--- config.mk ---
export PLATFORM = sky130hd
export DESIGN_NAME = voice_allocator
export DESIGN_NICKNAME = d
export VERILOG_FILES = /design/src/rtl/voice_pkg.sv /design/src/rtl/voice_age_tracker.sv /design/src/rtl/voice_allocator.sv
export SDC_FILE = /design/constraint.sdc
export NUM_CORES = 1
export LEC_CHECK = 0
export ABC_AREA = 1
export ABC_CLOCK_PERIOD_IN_PS = 3000
export BUFFER_PORTS_ARGS = -buffer_cell sky130_fd_sc_hd__buf_2
export CORE_ASPECT_RATIO = 0.5
export CORE_MARGIN = 4
export CORE_UTILIZATION = 55
export DETAILED_ROUTE_END_ITERATION = 10
export PLACE_DENSITY_LB_ADDON = 0.25
export SLEW_MARGIN = 20
export SYNTH_ARGS = -nofsm -noshare
export SYNTH_HDL_FRONTEND = slang
export SYNTH_HIERARCHICAL = 1
export SYNTH_SLANG_ARGS = --single-unit
--- constraint.sdc ---
create_clock -name clk -period 3 [get_ports clk]
set_clock_uncertainty 0.05 [all_clocks]
set_input_delay 0.15 -clock clk [delete_from_list [all_inputs] [get_ports clk]]
set_output_delay 0.15 -clock clk [all_outputs]
set_load 0.05 [all_outputs]
--- src/rtl/voice_pkg.sv ---
// Shared definitions for the polyphony voice allocator: voice occupancy
// states, note/octave field widths, request sequencer states and the action
// chosen for a key event.
package voice_pkg;

    localparam int NOTE_W = 4;
    localparam int OCT_W  = 3;

    typedef enum logic [1:0] {
        V_FREE      = 2'd0,
        V_HELD      = 2'd1,
        V_RELEASING = 2'd2
    } voice_state_e;

    typedef enum logic [1:0] {
        REQ_IDLE   = 2'd0,
        REQ_SEARCH = 2'd1,
        REQ_APPLY  = 2'd2
    } req_state_e;

    typedef enum logic [1:0] {
        ACT_NONE    = 2'd0,
        ACT_LOAD    = 2'd1,
        ACT_RELEASE = 2'd2,
        ACT_DROP    = 2'd3
    } action_e;

endpackage

--- src/rtl/voice_age_tracker.sv ---
// Age ranking of the voices. Rank 0 is the most recently loaded voice and
// NUM_VOICES-1 the oldest; the ranks always form a permutation of 0..N-1.
// Provides the oldest voice, preferring RELEASING voices over HELD ones,
// with ties going to the lowest index.
module voice_age_tracker
    import voice_pkg::*;
#(
    parameter int NUM_VOICES = 4
) (
    input  logic                          clk,
    input  logic                          reset,
    input  logic                          load_valid,
    input  logic [$clog2(NUM_VOICES)-1:0] load_idx,
    input  logic [NUM_VOICES-1:0]         rel_mask,
    input  logic [NUM_VOICES-1:0]         held_mask,
    output logic                          oldest_valid,
    output logic [$clog2(NUM_VOICES)-1:0] oldest_idx
);

    localparam int IW = $clog2(NUM_VOICES);

    logic [IW-1:0]         rank_q [NUM_VOICES];
    logic [IW-1:0]         rank_d [NUM_VOICES];
    logic [IW-1:0]         load_rank_s;
    logic [IW-1:0]         best_rank_s;
    logic                  found_s;
    logic [NUM_VOICES-1:0] pick_mask_s;

    // Loaded voice becomes youngest; every voice younger than it ages by one
    always_comb begin
        rank_d      = rank_q;
        load_rank_s = rank_q[load_idx];
        if (load_valid) begin
            for (int v = 0; v < NUM_VOICES; v++) begin
                if (IW'(v) == load_idx) begin
                    rank_d[v] = {IW{1'b0}};
                end else if (rank_q[v] < load_rank_s) begin
                    rank_d[v] = rank_q[v] + IW'(1);
                end else begin
                    rank_d[v] = rank_q[v];
                end
            end
        end else begin
            rank_d = rank_q;
        end
    end

    // Rank registers, reset to the voice index
    always_ff @(posedge clk) begin
        if (!reset) begin
            for (int v = 0; v < NUM_VOICES; v++) begin
                rank_q[v] <= IW'(v);
            end
        end else begin
            rank_q <= rank_d;
        end
    end

    // Oldest-voice select over RELEASING voices, or HELD voices if none release
    always_comb begin
        pick_mask_s  = (|rel_mask) ? rel_mask : held_mask;
        oldest_valid = |pick_mask_s;
        oldest_idx   = {IW{1'b0}};
        best_rank_s  = {IW{1'b0}};
        found_s      = 1'b0;
        for (int v = 0; v < NUM_VOICES; v++) begin
            if (pick_mask_s[v] && (!found_s || (rank_q[v] > best_rank_s))) begin
                found_s     = 1'b1;
                best_rank_s = rank_q[v];
                oldest_idx  = IW'(v);
            end else begin
                found_s = found_s;
            end
        end
    end

endmodule

--- src/rtl/voice_allocator.sv ---
// Polyphony scheduler: maps key events onto NUM_VOICES voice datapaths.
// Each event runs IDLE -> SEARCH -> APPLY. Key-on retriggers a voice already
// playing the same pitch, else takes the lowest FREE voice, else (when
// VOICE_STEAL_EN is defined) steals the oldest voice, else is dropped.
// Key-off releases the HELD voice with the same pitch.
// Optional feature macro: VOICE_STEAL_EN (voice stealing; ranks only kept then).
module voice_allocator
    import voice_pkg::*;
#(
    parameter int NUM_VOICES = 4
) (
    input  logic                                clk,
    input  logic                                reset,
    input  logic                                key_valid,
    output logic                                key_ready,
    input  logic                                key_on,
    input  logic [NOTE_W-1:0]                   key_note,
    input  logic [OCT_W-1:0]                    key_octave,
    input  logic [NUM_VOICES-1:0]               voice_done,
    output logic [NUM_VOICES-1:0]               voice_gate,
    output logic [NUM_VOICES-1:0]               voice_load,
    output logic [NOTE_W*NUM_VOICES-1:0]        voice_note,
    output logic [OCT_W*NUM_VOICES-1:0]         voice_octave,
    output logic                                drop_pulse,
    output logic [$clog2(NUM_VOICES+1)-1:0]     active_count
);

    localparam int IW = $clog2(NUM_VOICES);
    localparam int CW = $clog2(NUM_VOICES + 1);

    req_state_e            state_q, state_d;
    logic                  ev_on_q, ev_on_d;
    logic [NOTE_W-1:0]     ev_note_q, ev_note_d;
    logic [OCT_W-1:0]      ev_oct_q, ev_oct_d;
    action_e               action_q, action_d;
    logic [IW-1:0]         target_q, target_d;

    voice_state_e          vstate_q [NUM_VOICES];
    voice_state_e          vstate_d [NUM_VOICES];
    logic [NOTE_W-1:0]     note_q   [NUM_VOICES];
    logic [NOTE_W-1:0]     note_d   [NUM_VOICES];
    logic [OCT_W-1:0]      oct_q    [NUM_VOICES];
    logic [OCT_W-1:0]      oct_d    [NUM_VOICES];

    logic [NUM_VOICES-1:0] gate_q, gate_d;
    logic [NUM_VOICES-1:0] load_q, load_d;
    logic                  drop_q, drop_d;
    logic [CW-1:0]         count_q, count_d;

    logic                  on_hit_s, off_hit_s, free_hit_s;
    logic [IW-1:0]         on_idx_s, off_idx_s, free_idx_s;
    action_e               action_sel_s;
    logic [IW-1:0]         target_sel_s;

    assign key_ready    = (state_q == REQ_IDLE);
    assign voice_gate   = gate_q;
    assign voice_load   = load_q;
    assign drop_pulse   = drop_q;
    assign active_count = count_q;

    for (genvar gv = 0; gv < NUM_VOICES; gv++) begin : g_pack
        assign voice_note[NOTE_W*gv +: NOTE_W] = note_q[gv];
        assign voice_octave[OCT_W*gv +: OCT_W] = oct_q[gv];
    end

`ifdef VOICE_STEAL_EN
    logic [NUM_VOICES-1:0] rel_mask_s, held_mask_s;
    logic                  oldest_valid_s;
    logic [IW-1:0]         oldest_idx_s;

    // Occupancy masks feeding the oldest-voice select
    always_comb begin
        rel_mask_s  = {NUM_VOICES{1'b0}};
        held_mask_s = {NUM_VOICES{1'b0}};
        for (int v = 0; v < NUM_VOICES; v++) begin
            rel_mask_s[v]  = (vstate_q[v] == V_RELEASING);
            held_mask_s[v] = (vstate_q[v] == V_HELD);
        end
    end

    voice_age_tracker #(
        .NUM_VOICES (NUM_VOICES)
    ) u_age (
        .clk          (clk),
        .reset        (reset),
        .load_valid   (|load_d),
        .load_idx     (target_q),
        .rel_mask     (rel_mask_s),
        .held_mask    (held_mask_s),
        .oldest_valid (oldest_valid_s),
        .oldest_idx   (oldest_idx_s)
    );
`endif

    // Candidate search: pitch match, key-off match and lowest FREE voice
    always_comb begin
        on_hit_s   = 1'b0;
        off_hit_s  = 1'b0;
        free_hit_s = 1'b0;
        on_idx_s   = {IW{1'b0}};
        off_idx_s  = {IW{1'b0}};
        free_idx_s = {IW{1'b0}};
        // Walk downward so the last hit recorded is the lowest index
        for (int v = NUM_VOICES - 1; v >= 0; v--) begin
            on_idx_s   = ((vstate_q[v] != V_FREE) && (note_q[v] == ev_note_q) &&
                          (oct_q[v] == ev_oct_q)) ? IW'(v) : on_idx_s;
            on_hit_s   = on_hit_s | ((vstate_q[v] != V_FREE) && (note_q[v] == ev_note_q) &&
                          (oct_q[v] == ev_oct_q));
            off_idx_s  = ((vstate_q[v] == V_HELD) && (note_q[v] == ev_note_q) &&
                          (oct_q[v] == ev_oct_q)) ? IW'(v) : off_idx_s;
            off_hit_s  = off_hit_s | ((vstate_q[v] == V_HELD) && (note_q[v] == ev_note_q) &&
                          (oct_q[v] == ev_oct_q));
            free_idx_s = (vstate_q[v] == V_FREE) ? IW'(v) : free_idx_s;
            free_hit_s = free_hit_s | (vstate_q[v] == V_FREE);
        end
    end

    // Action selection in priority order: match, free, steal, drop
    always_comb begin
        action_sel_s = ACT_NONE;
        target_sel_s = {IW{1'b0}};
        if (ev_on_q) begin
            if (on_hit_s) begin
                action_sel_s = ACT_LOAD;
                target_sel_s = on_idx_s;
            end else if (free_hit_s) begin
                action_sel_s = ACT_LOAD;
                target_sel_s = free_idx_s;
            end else begin
`ifdef VOICE_STEAL_EN
                if (oldest_valid_s) begin
                    action_sel_s = ACT_LOAD;
                    target_sel_s = oldest_idx_s;
                end else begin
                    action_sel_s = ACT_DROP;
                end
`else
                action_sel_s = ACT_DROP;
`endif
            end
        end else begin
            if (off_hit_s) begin
                action_sel_s = ACT_RELEASE;
                target_sel_s = off_idx_s;
            end else begin
                action_sel_s = ACT_NONE;
            end
        end
    end

    // Request sequencing plus per-voice state, note and octave updates
    always_comb begin
        state_d   = state_q;
        ev_on_d   = ev_on_q;
        ev_note_d = ev_note_q;
        ev_oct_d  = ev_oct_q;
        action_d  = action_q;
        target_d  = target_q;
        vstate_d  = vstate_q;
        note_d    = note_q;
        oct_d     = oct_q;
        load_d    = {NUM_VOICES{1'b0}};
        drop_d    = 1'b0;

        // Release-complete only frees a voice that is releasing; an APPLY
        // below overrides it for the targeted voice
        for (int v = 0; v < NUM_VOICES; v++) begin
            if (voice_done[v] && (vstate_q[v] == V_RELEASING)) begin
                vstate_d[v] = V_FREE;
            end else begin
                vstate_d[v] = vstate_q[v];
            end
        end

        case (state_q)
            REQ_IDLE: begin
                if (key_valid) begin
                    ev_on_d   = key_on;
                    ev_note_d = key_note;
                    ev_oct_d  = key_octave;
                    state_d   = REQ_SEARCH;
                end else begin
                    state_d = REQ_IDLE;
                end
            end
            REQ_SEARCH: begin
                action_d = action_sel_s;
                target_d = target_sel_s;
                state_d  = REQ_APPLY;
            end
            REQ_APPLY: begin
                state_d = REQ_IDLE;
                case (action_q)
                    ACT_LOAD: begin
                        vstate_d[target_q] = V_HELD;
                        note_d[target_q]   = ev_note_q;
                        oct_d[target_q]    = ev_oct_q;
                        load_d[target_q]   = 1'b1;
                    end
                    ACT_RELEASE: begin
                        vstate_d[target_q] = V_RELEASING;
                    end
                    ACT_DROP: begin
                        drop_d = 1'b1;
                    end
                    default: begin
                        drop_d = 1'b0;
                    end
                endcase
            end
            default: begin
                state_d = REQ_IDLE;
            end
        endcase
    end

    // Gate level and occupancy follow the next voice state
    always_comb begin
        gate_d  = {NUM_VOICES{1'b0}};
        count_d = {CW{1'b0}};
        for (int v = 0; v < NUM_VOICES; v++) begin
            gate_d[v] = (vstate_d[v] == V_HELD);
            count_d   = count_d + ((vstate_d[v] != V_FREE) ? CW'(1) : CW'(0));
        end
    end

    // State and output registers; reset discards any in-flight event
    always_ff @(posedge clk) begin
        if (!reset) begin
            state_q   <= REQ_IDLE;
            ev_on_q   <= 1'b0;
            ev_note_q <= {NOTE_W{1'b0}};
            ev_oct_q  <= {OCT_W{1'b0}};
            action_q  <= ACT_NONE;
            target_q  <= {IW{1'b0}};
            for (int v = 0; v < NUM_VOICES; v++) begin
                vstate_q[v] <= V_FREE;
                note_q[v]   <= {NOTE_W{1'b0}};
                oct_q[v]    <= {OCT_W{1'b0}};
            end
            gate_q    <= {NUM_VOICES{1'b0}};
            load_q    <= {NUM_VOICES{1'b0}};
            drop_q    <= 1'b0;
            count_q   <= {CW{1'b0}};
        end else begin
            state_q   <= state_d;
            ev_on_q   <= ev_on_d;
            ev_note_q <= ev_note_d;
            ev_oct_q  <= ev_oct_d;
            action_q  <= action_d;
            target_q  <= target_d;
            vstate_q  <= vstate_d;
            note_q    <= note_d;
            oct_q     <= oct_d;
            gate_q    <= gate_d;
            load_q    <= load_d;
            drop_q    <= drop_d;
            count_q   <= count_d;
        end
    end

endmodule

==> impl_metrics.json <==
{
  "synth_area_leaders": "dfxtp_1 42%, nand2_1 10%, a21oi_1 7.6%",
  "ys.flop_type": "dfxtp_1",
  "synth_seq_cells": 62,
  "gr-usage-all-layers_pct": 20.7,
  "grt_pass1_vias": 2313,
  "dieArea_mm2": 0.00669,
  "yosysWarnings": 6,
  "dp_hpwl_um": 4950,
  "antenna_found_initial": 0,
  "critical_path_arrival_ns": 3.03,
  "synth_cell_type_count": 27,
  "drc": 0,
  "yosys.area.top_type_share_pct": 42.0,
  "layout.cells.non_filler": 550,
  "fillers": 471,
  "routedWlPerCell_um": 12.3,
  "cts_max_level": 3,
  "layout-drive-gt1-share_pct": 21.7,
  "final_util_pct": 67.9,
  "synth_area_mm2": 0.00296,
  "path_buf_inv": 6,
  "antenna_cells": 0,
  "cp_common_cell": "inv_1",
  "ant_nets": 0,
  "dr_total_vias": 2735,
  "grt_max_degree": 44,
  "crit_required_ns": 3.20,
  "end_kind": "flip-flop",
  "area_growth_pct": 16.3,
  "tightestPinTransition_ns": 0.592,
  "hp-class": "in -> reg",
  "placed_area_mm2": 0.00327,
  "yosysTopAreaCell": "dfxtp_1",
  "crit_fanout": 6,
  "finalCritPeriodShare_pct": 94.4,
  "synthTopCellsByCount": "82 x nand2_1, 62 x dfxtp_1, 51 x inv_1",
  "rows": 18,
  "path_cells": "inv_1 -> ha_1 -> nor2_4 -> nand2_1 -> nand3_1 -> inv_1 -> nor3_2 -> inv_2 -> nand2_1 -> inv_1 -> fa_1 -> inv_1 -> ha_1 -> ha_1 -> nand2_1 -> inv_1",
  "cpLargestDelayFamily": "adder cells",
  "async_reset_ff_share_pct": 0,
  "slowest_stage": "fa_1",
  "clock_latency_ns": 0.34,
  "slowest_delay_ns": 0.53,
  "min_period_ns": 2.83,
  "core_mm2": 0.00507,
  "synth.most_common_cell": "nand2_1",
  "slew_headroom_pct": 60.4,
  "p_leak_nw": 1.72,
  "cts_made_buffers": 9,
  "routed_wl_um": 6750,
  "hold_viol": 0,
  "finalNetCount": 496,
  "fin_area_mm2": 0.00344,
  "rsz0062_at_grt": "no",
  "ir_drop_v": 0.000271,
  "syn_inst": 420,
  "dp_cells": 534,
  "clock-sinks": 62,
  "cts_hold_buf": 0,
  "setup_violations": 0,
  "num_io_pins": 56,
  "setup_slack_ns": 0.168,
  "cts_tree": "done",
  "cts_root_buf": "clkbuf_8",
  "cts_buffer_depth": 2,
  "dp_slack_ns": 0.110,
  "drt_iter0_markers": 152,
  "fmaxAchievable_mhz": 353,
  "path_class": "reg -> reg",
  "die-width_um": 112,
  "syn_area_per_cell_um2": 7.04,
  "initial_utilization_pct": 58.4,
  "grt_pass1_wl_um": 10700,
  "port_buffers": 55,
  "path_clk_slew_ns": 0.07,
  "routed_via_density": 4.97,
  "yosysSeqAreaShare_pct": 42.0,
  "status": "finished clean",
  "crit_path_start_kind": "flip-flop",
  "finalMaxSlewViolations": 0,
  "power_density_mw_per_mm2": 488,
  "die_height_um": 59.9,
  "synth_nets": 441,
  "drtPass1Iterations": 4,
  "max_cap_viol_count": 0,
  "finalWeightedCongestion": 0.906,
  "grt_overflow": 0,
  "synth_enable_flop_cells": 0,
  "setup_tns_ns": 0
}
[cell usage in the layout (no fill, tap or decap), types with 3 or more instances in the layout]
master	n
a21oi_1	45
buf_2	55
clkbuf_8	10
clkinv_2	3
dfxtp_1	61
ha_1	5
inv_1	51
inv_2	16
nand2_1	82
nand2_2	4
nand3_1	14
nand3_2	3
nor2_1	38
nor2_2	5
nor2_4	3
nor3_1	7
o21ai_0	41
o21ai_1	10
xnor2_1	11
xor2_1	3
[kinds of logic (layout without fill, tap and decap cells)]
| kind of cell | after synthesis | in the layout | synth area share (%) |
|---|---|---|---|
| compound gates | 98 | 98 | 16.8 |
| xor+xnor | 14 | 14 | 4.15 |
| fa+ha+maj | 6 | 6 | 2.79 |
| buf+inv | 81 | 141 | 10.7 |
| flops | 62 | 62 | 42.0 |
| simple gates | 159 | 159 | 23.6 |
[final cells by class]
class / instances / area (µm²) / share of cell area (%)
inverter: 69 / 259 / 7.53
clock inverter: 4 / 22.5 / 0.655
timing repair buffer: 56 / 283 / 8.22
multi-input combinational: 277 / 1400 / 40.7
clock buffer: 12 / 145 / 4.22
sequential: 62 / 1240 / 36.1
tap: 70 / 87.6 / 2.55
[stage by stage]
step | hold slack, ns | power [W]
floorplan | 0.238 | 0.00101
global placement | 0.377 | 0.00106
detailed placement | 0.383 | 0.00106
CTS | 0.0169 | 0.00169
global route | 0.0334 | 0.00175
finish | 0.0273 | 0.00168
[power by group]
group | leakage, nW | switching (W) | internal (W)
combinational | 1.14 | 0.000120 | 0.0000594
sequential | 0.503 | 0.0000230 | 0.000840
clock | 0.0861 | 0.000319 | 0.000318
[flip-flops by register name, indices dropped and copies added, names as in the netlist]
signal,flops
vstate_q,8
ev_on_q,1
voice_gate,4
action_q,2
voice_load,4
ev_note_q,4
target_q,2
ev_oct_q,3
voice_note,16
voice_octave,12
state_q,2
active_count,3
drop_pulse,1
[what timing repair did]
action / in CTS / in global routing
setup buffers: 0 / 0
setup endpoints to repair: 0 / 1
gates resized for setup: 0 / 1
[worst min-delay path, stage by stage]
cell and delay (ns):
buf_2 0.07, o21ai_0 0.07, a21oi_1 0.10
[final timing paths]
check | from | endpoint | slack, ns | cells past startpoint
hold reg to reg | voice_note[7] | voice_note[7] | 0.43 | 2
setup / recovery | action_q[0] | active_count[1] | 0.17 | 16
setup reg to reg | action_q[0] | active_count[1] | 0.17 | 16
hold / removal | key_note[1] | ev_note_q[1] | 0.03 | 3
[layer usage]
| metal | track usage [%] | vias to the layer above | wire length, µm |
|---|---|---|---|
| met4 | 7.97 | 0 | 93 |
| met1 | 27.0 | 1216 | 3240 |
| li1 | - | 1437 | - |
| met3 | 6.67 | 8 | 506 |
| met5 | 0 | - | 0 |
| met2 | 32.4 | 74 | 2910 |
Note: power is estimated with default switching activity, not from simulation.
